`src/rtl/lcd_ctrl.sv`:
```
// lcd_ctrl - turns one 32-bit LCD register store into a single HD44780-style
// 8-bit bus write with setup, enable-pulse and execution timing, so software
// only writes a word and polls busy.
//
// Ports
//   i_clk       system clock
//   i_reset     asynchronous reset, active-low
//   i_lcd_wr    one-cycle strobe: store to the LCD register
//   i_lcd_word  [31]=ON, [9]=RS, [7:0]=DATA; other bits ignored
//   o_lcd_busy  1 while a command or the power-up wait is in progress
//   o_lcd_ovf   sticky: a strobe arrived while not idle (cleared by reset only)
//   o_lcd_on    panel power/backlight, updated by every strobe
//   o_lcd_en    LCD enable pulse
//   o_lcd_rs    register select, 0=command 1=data
//   o_lcd_rw    always 0 (write-only bus)
//   o_lcd_data  LCD data bus
module lcd_ctrl #(
   parameter int unsigned SETUP_CYC = 3,
   parameter int unsigned EN_CYC    = 12,
   parameter int unsigned EXEC_CYC  = 2000,
   parameter int unsigned LONG_CYC  = 82000,
   parameter int unsigned PWRUP_CYC = 750000
) (
   input  logic        i_clk,
   input  logic        i_reset,
   input  logic        i_lcd_wr,
   input  logic [31:0] i_lcd_word,
   output logic        o_lcd_busy,
   output logic        o_lcd_ovf,
   output logic        o_lcd_on,
   output logic        o_lcd_en,
   output logic        o_lcd_rs,
   output logic        o_lcd_rw,
   output logic [7:0]  o_lcd_data
);

   localparam int unsigned MAX_AB  = (SETUP_CYC > EN_CYC) ? SETUP_CYC : EN_CYC;
   localparam int unsigned MAX_CD  = (EXEC_CYC > LONG_CYC) ? EXEC_CYC : LONG_CYC;
   localparam int unsigned MAX_ABCD = (MAX_AB > MAX_CD) ? MAX_AB : MAX_CD;
   localparam int unsigned MAX_CYC = (MAX_ABCD > PWRUP_CYC) ? MAX_ABCD : PWRUP_CYC;
   localparam int          CW      = $clog2(MAX_CYC) + 1;

   typedef enum logic [2:0] {
      ST_PWRUP,
      ST_IDLE,
      ST_SETUP,
      ST_PULSE,
      ST_WAIT
   } state_t;

   state_t        state;
   logic [CW-1:0] cnt;
   logic          is_long;

   // Word bits outside ON/RS/DATA carry no meaning for this block.
   logic unused_word_bits;
   assign unused_word_bits = ^{i_lcd_word[30:10], i_lcd_word[8]};

   // Clear display (0x01) and return home (0x02/0x03) need the long
   // execution wait; decided from the latched command, not the live bus.
   assign is_long = !o_lcd_rs &&
                    (o_lcd_data == 8'h01 || o_lcd_data == 8'h02 || o_lcd_data == 8'h03);

   // Each state is entered with cnt = duration-1 and leaves on the edge where
   // cnt is already 0, so a state lasts exactly its parameter in cycles.
   // NOTE: all state and outputs update with non-blocking assignments so every
   // branch sees the pre-edge values of state, cnt and the latched RS/DATA.
   always_ff @(posedge i_clk or negedge i_reset) begin
      if (!i_reset) begin
         state      <= ST_PWRUP;
         cnt        <= CW'(PWRUP_CYC - 1);
         o_lcd_busy <= 1'b1;
         o_lcd_ovf  <= 1'b0;
         o_lcd_on   <= 1'b0;
         o_lcd_en   <= 1'b0;
         o_lcd_rs   <= 1'b0;
         o_lcd_rw   <= 1'b0;
         o_lcd_data <= 8'h00;
      end else begin
         o_lcd_rw <= 1'b0;

         // Power control follows every strobe, even those that are dropped.
         if (i_lcd_wr) begin
            o_lcd_on <= i_lcd_word[31];
            if (state != ST_IDLE) o_lcd_ovf <= 1'b1;
         end

         case (state)
            ST_PWRUP: begin
               if (cnt == '0) begin
                  state      <= ST_IDLE;
                  o_lcd_busy <= 1'b0;
               end else begin
                  cnt <= cnt - 1'b1;
               end
            end

            ST_IDLE: begin
               if (i_lcd_wr) begin
                  o_lcd_rs   <= i_lcd_word[9];
                  o_lcd_data <= i_lcd_word[7:0];
                  o_lcd_busy <= 1'b1;
                  state      <= ST_SETUP;
                  cnt        <= CW'(SETUP_CYC - 1);
               end
            end

            ST_SETUP: begin
               if (cnt == '0) begin
                  state    <= ST_PULSE;
                  o_lcd_en <= 1'b1;
                  cnt      <= CW'(EN_CYC - 1);
               end else begin
                  cnt <= cnt - 1'b1;
               end
            end

            ST_PULSE: begin
               if (cnt == '0) begin
                  state    <= ST_WAIT;
                  o_lcd_en <= 1'b0;
                  cnt      <= is_long ? CW'(LONG_CYC - 1) : CW'(EXEC_CYC - 1);
               end else begin
                  cnt <= cnt - 1'b1;
               end
            end

            ST_WAIT: begin
               if (cnt == '0) begin
                  state      <= ST_IDLE;
                  o_lcd_busy <= 1'b0;
               end else begin
                  cnt <= cnt - 1'b1;
               end
            end

            default: begin
               state      <= ST_PWRUP;
               cnt        <= CW'(PWRUP_CYC - 1);
               o_lcd_busy <= 1'b1;
               o_lcd_en   <= 1'b0;
            end
         endcase
      end
   end

endmodule

```
`config.mk`:
```
export PLATFORM = sky130hd
export DESIGN_NAME = lcd_ctrl
export DESIGN_NICKNAME = d
export VERILOG_FILES = /design/src/rtl/lcd_ctrl.sv
export SDC_FILE = /design/constraint.sdc
export NUM_CORES = 1
export LEC_CHECK = 0
export ABC_AREA = 1
export CAP_MARGIN = 0
export CORE_MARGIN = 2
export CORE_UTILIZATION = 55
export CTS_CLUSTER_DIAMETER = 60
export DETAILED_ROUTE_END_ITERATION = 10
export PLACE_DENSITY = 0.95
export SYNTH_ARGS = -nofsm -noshare
export SYNTH_HDL_FRONTEND = slang
export SYNTH_SLANG_ARGS = --single-unit
export TNS_END_PERCENT = 30
```
`constraint.sdc`:
```
create_clock -name i_clk -period 4.5 [get_ports i_clk]
set_input_delay 0.45 -clock i_clk [delete_from_list [all_inputs] [get_ports i_clk]]
set_output_delay 0.45 -clock i_clk [all_outputs]
set_load 0.1 [all_outputs]
```
==> results.py <==
metrics = {
    "sta": {
        "slew_viol_final": 0,
        "final-setup-viol-count": 0,
        "finalCriticalPeriod_ns": 2.397,
        "post-route-period-util": 0.5328,
        "fin_skew_ns": 0.004908,
        "hold_viol": 0,
        "fin_tns_setup_ns": 0,
        "max_freq_mhz": 417.1,
        "rsz0062_at_grt": "no",
        "relSlewSlack": 0.3360,
        "tightestPinTransition_ns": 0.9929,
    },
    "layout": {
        "antenna_cells": 0,
        "mostFrequentLayoutCell": "nand2_1",
        "synthToLayoutAreaGrowth_pct": 16.16,
        "finalInstanceArea_um2": 2725,
        "nets": 386,
        "fin_cells": 401,
        "most-common-layout-cells": "nand2_1 (88), nor2_1 (54), inv_1 (34)",
        "drive_gt1_frac": 0.1510,
    },
    "setup_path": {
        "arrival_ns": 1.95,
        "slowest_stage": "clkdlybuf4s50_1",
        "slowest_delay_ns": 1.12,
        "crit_type": "flip-flop to output port",
        "cp.required_ns": 4.05,
        "critical_path.max_fanout": 2,
        "crit_buf_inv": 1,
        "path_cells": "clkdlybuf4s50_1",
        "worstSetupEndpointType": "output port",
        "start_kind": "flip-flop",
        "critPathTopFamily": "buffers and inverters",
    },
    "yosys": {
        "synthesis.nets": 356,
        "syn_area_um2": 2346,
        "synth.yosys.seq_area_share": 0.4021,
        "ys_types": 34,
        "syn_area_per_cell_um2": 7.331,
        "synthCells": 320,
        "ys_warn_count": 0,
        "yosys_register_bits": 37,
    },
    "clocking": {
        "tritoncts": "built",
        "cts-root-buf": "clkbuf_8",
        "ctsResizeCount": 0,
        "cts-buffers-inserted": 5,
        "clk_latency_ns": 0.29,
        "cts_hold_buf": 0,
        "cts_setup_buffers": 0,
        "cts_max_path_buffers": 2,
        "clkTransAtPathRegs_ns": 0.07,
        "clkSinkCount": 37,
        "htree_levels": 2,
    },
    "power_and_ir_drop": {
        "power_density_nw_per_um2": 217.0,
        "fin_total_pwr_mw": 0.5913,
        "leakage_nw": 1.360,
        "ir_drop_mv": 0.1900,
    },
    "grt": {
        "grt_pass1_vias": 2236,
        "grt_start_max_net_pins": 38,
        "grt_usage": 0.2602,
        "antenna_found_initial": 0,
        "overflow": 0,
        "grt_pass1_wl_mm": 10.07,
    },
    "floorplanning": {
        "rows": 23,
        "die_y_um": 69.31,
        "ios": 49,
        "start_util": 0.5782,
        "die_x_um": 69.31,
        "core-area_um2": 4058,
        "dieArea_um2": 4804,
    },
    "placement": {
        "placed_area_um2": 2643,
        "port_buffers": 25,
        "hpwl_mm": 4.222,
        "dp_cells": 393,
        "gp_congestion": 0.9099,
    },
    "job": {
        "cap_violations": 0,
    },
    "worst_hold_path": {
        "hold_path_class": "flip-flop to flip-flop",
    },
    "drt": {
        "drt_iter0_drc": 123,
        "drc": 0,
        "top_layer": "met4",
        "vias_per_cell": 5.449,
        "finalWirelength_mm": 5.728,
        "dr.pass1.iters": 4,
        "vias": 2185,
        "wl_met3_um": 287,
        "drt.antenna.violating_nets": 0,
        "wl_met1_mm": 2.327,
        "avgRoutedWirePerCell_um": 14.28,
        "met2_length_mm": 2.941,
    },
    "status": {
        "status": "completed",
    },
}
==> report_power, final <==
part / leakage, nW / internal, mW / switching [mW]
clock: 0.0450 / 0.107 / 0.119
sequential: 0.434 / 0.334 / 0.000431
combinational: 0.880 / 0.0119 / 0.0192
total: 1.36 / 0.453 / 0.138
==> registers in the layout (all words and copies together), names as in the netlist <==
register,count
o_lcd_ovf,1
o_lcd_rs,1
o_lcd_busy,1
state,3
o_lcd_en,1
o_lcd_data,8
o_lcd_on,1
cnt,21
==> logic make-up after synthesis <==
| family | share of synthesized area |
|---|---|
| AOI/OAI and AO/OA | 0.06454 |
| xor gates and xnor gates | 0.02987 |
| adders and majority gates | 0.005332 |
| buffers and inverters | 0.07627 |
| DFF | 0.4021 |
| muxes | 0.03360 |
| other | 0.001598 |
| and+or+nand+nor | 0.3867 |
==> synth_stat cells, drive strengths merged <==
| cell | number | area (um2) |
|---|---|---|
| a21o | 1 | 7.510 |
| a21oi | 13 | 65.06 |
| buf | 3 | 23.77 |
| conb | 1 | 3.750 |
| dfrtp | 23 | 575.6 |
| dfstp | 14 | 367.9 |
| ha | 1 | 12.51 |
| inv | 40 | 155.2 |
| mux2 | 7 | 78.82 |
| nand2 | 92 | 369.1 |
| nand3 | 29 | 160.2 |
| nand3b | 1 | 7.510 |
| nand4 | 6 | 52.55 |
| nor2 | 65 | 305.3 |
| o21a | 1 | 7.510 |
| o21ai | 12 | 63.81 |
| o21bai | 1 | 7.510 |
| or2 | 2 | 12.51 |
| xnor2 | 1 | 8.760 |
| xor2 | 7 | 61.31 |
==> area by class of cell <==
cell class                      count  area [um2]
Sequential cell                    37       943.4
Clock buffer                        6       72.57
Fill cell                         313        1333
Tap cell                           50       62.56
Multi-Input combinational cell    240        1224
Timing Repair Buffer               26       257.7
Inverter                           40       155.1
Clock inverter                      2       10.01
==> through the flow <==
stage / util / setup slack (ns) / hold WS [ns]
2_1_floorplan: - / 2.720 / 0.1544
3_3_place_gp: 0.6512 / 2.421 / 0.4421
3_5_place_dp: 0.6512 / 2.425 / 0.4767
4_1_cts: 0.6716 / 2.099 / 0.4944
5_1_grt: 0.6716 / 2.089 / 0.5068
6_report: 0.6716 / 2.103 / 0.4851
==> routing by layer <==
layer / up-vias / track usage
met3: 20 / 0.04070
met5: - / 0
met1: 1018 / 0.3215
met4: 0 / 0.1068
met2: 76 / 0.4519
li1: 1071 / -
==> final timing paths <==
path                                        start                     to  slack (ns)  depth (start not counted)
max reg2reg                    cnt[0]$_DFFE_PN1P_   o_lcd_en$_DFFE_PN0P_        2.53                          9
max                        o_lcd_busy$_DFFE_PN1P_             o_lcd_busy        2.10                          1
max in group asynchronous                 i_reset    cnt[12]$_DFFE_PN1P_        3.56                          2
min reg2reg                 o_lcd_ovf$_DFFE_PN0P_  o_lcd_ovf$_DFFE_PN0P_        0.49                          1
min                         o_lcd_ovf$_DFFE_PN0P_  o_lcd_ovf$_DFFE_PN0P_        0.49                          1
min in group asynchronous                 i_reset   o_lcd_rs$_DFFE_PN0P_        0.58                          2
(Power assumes the default switching activity.)
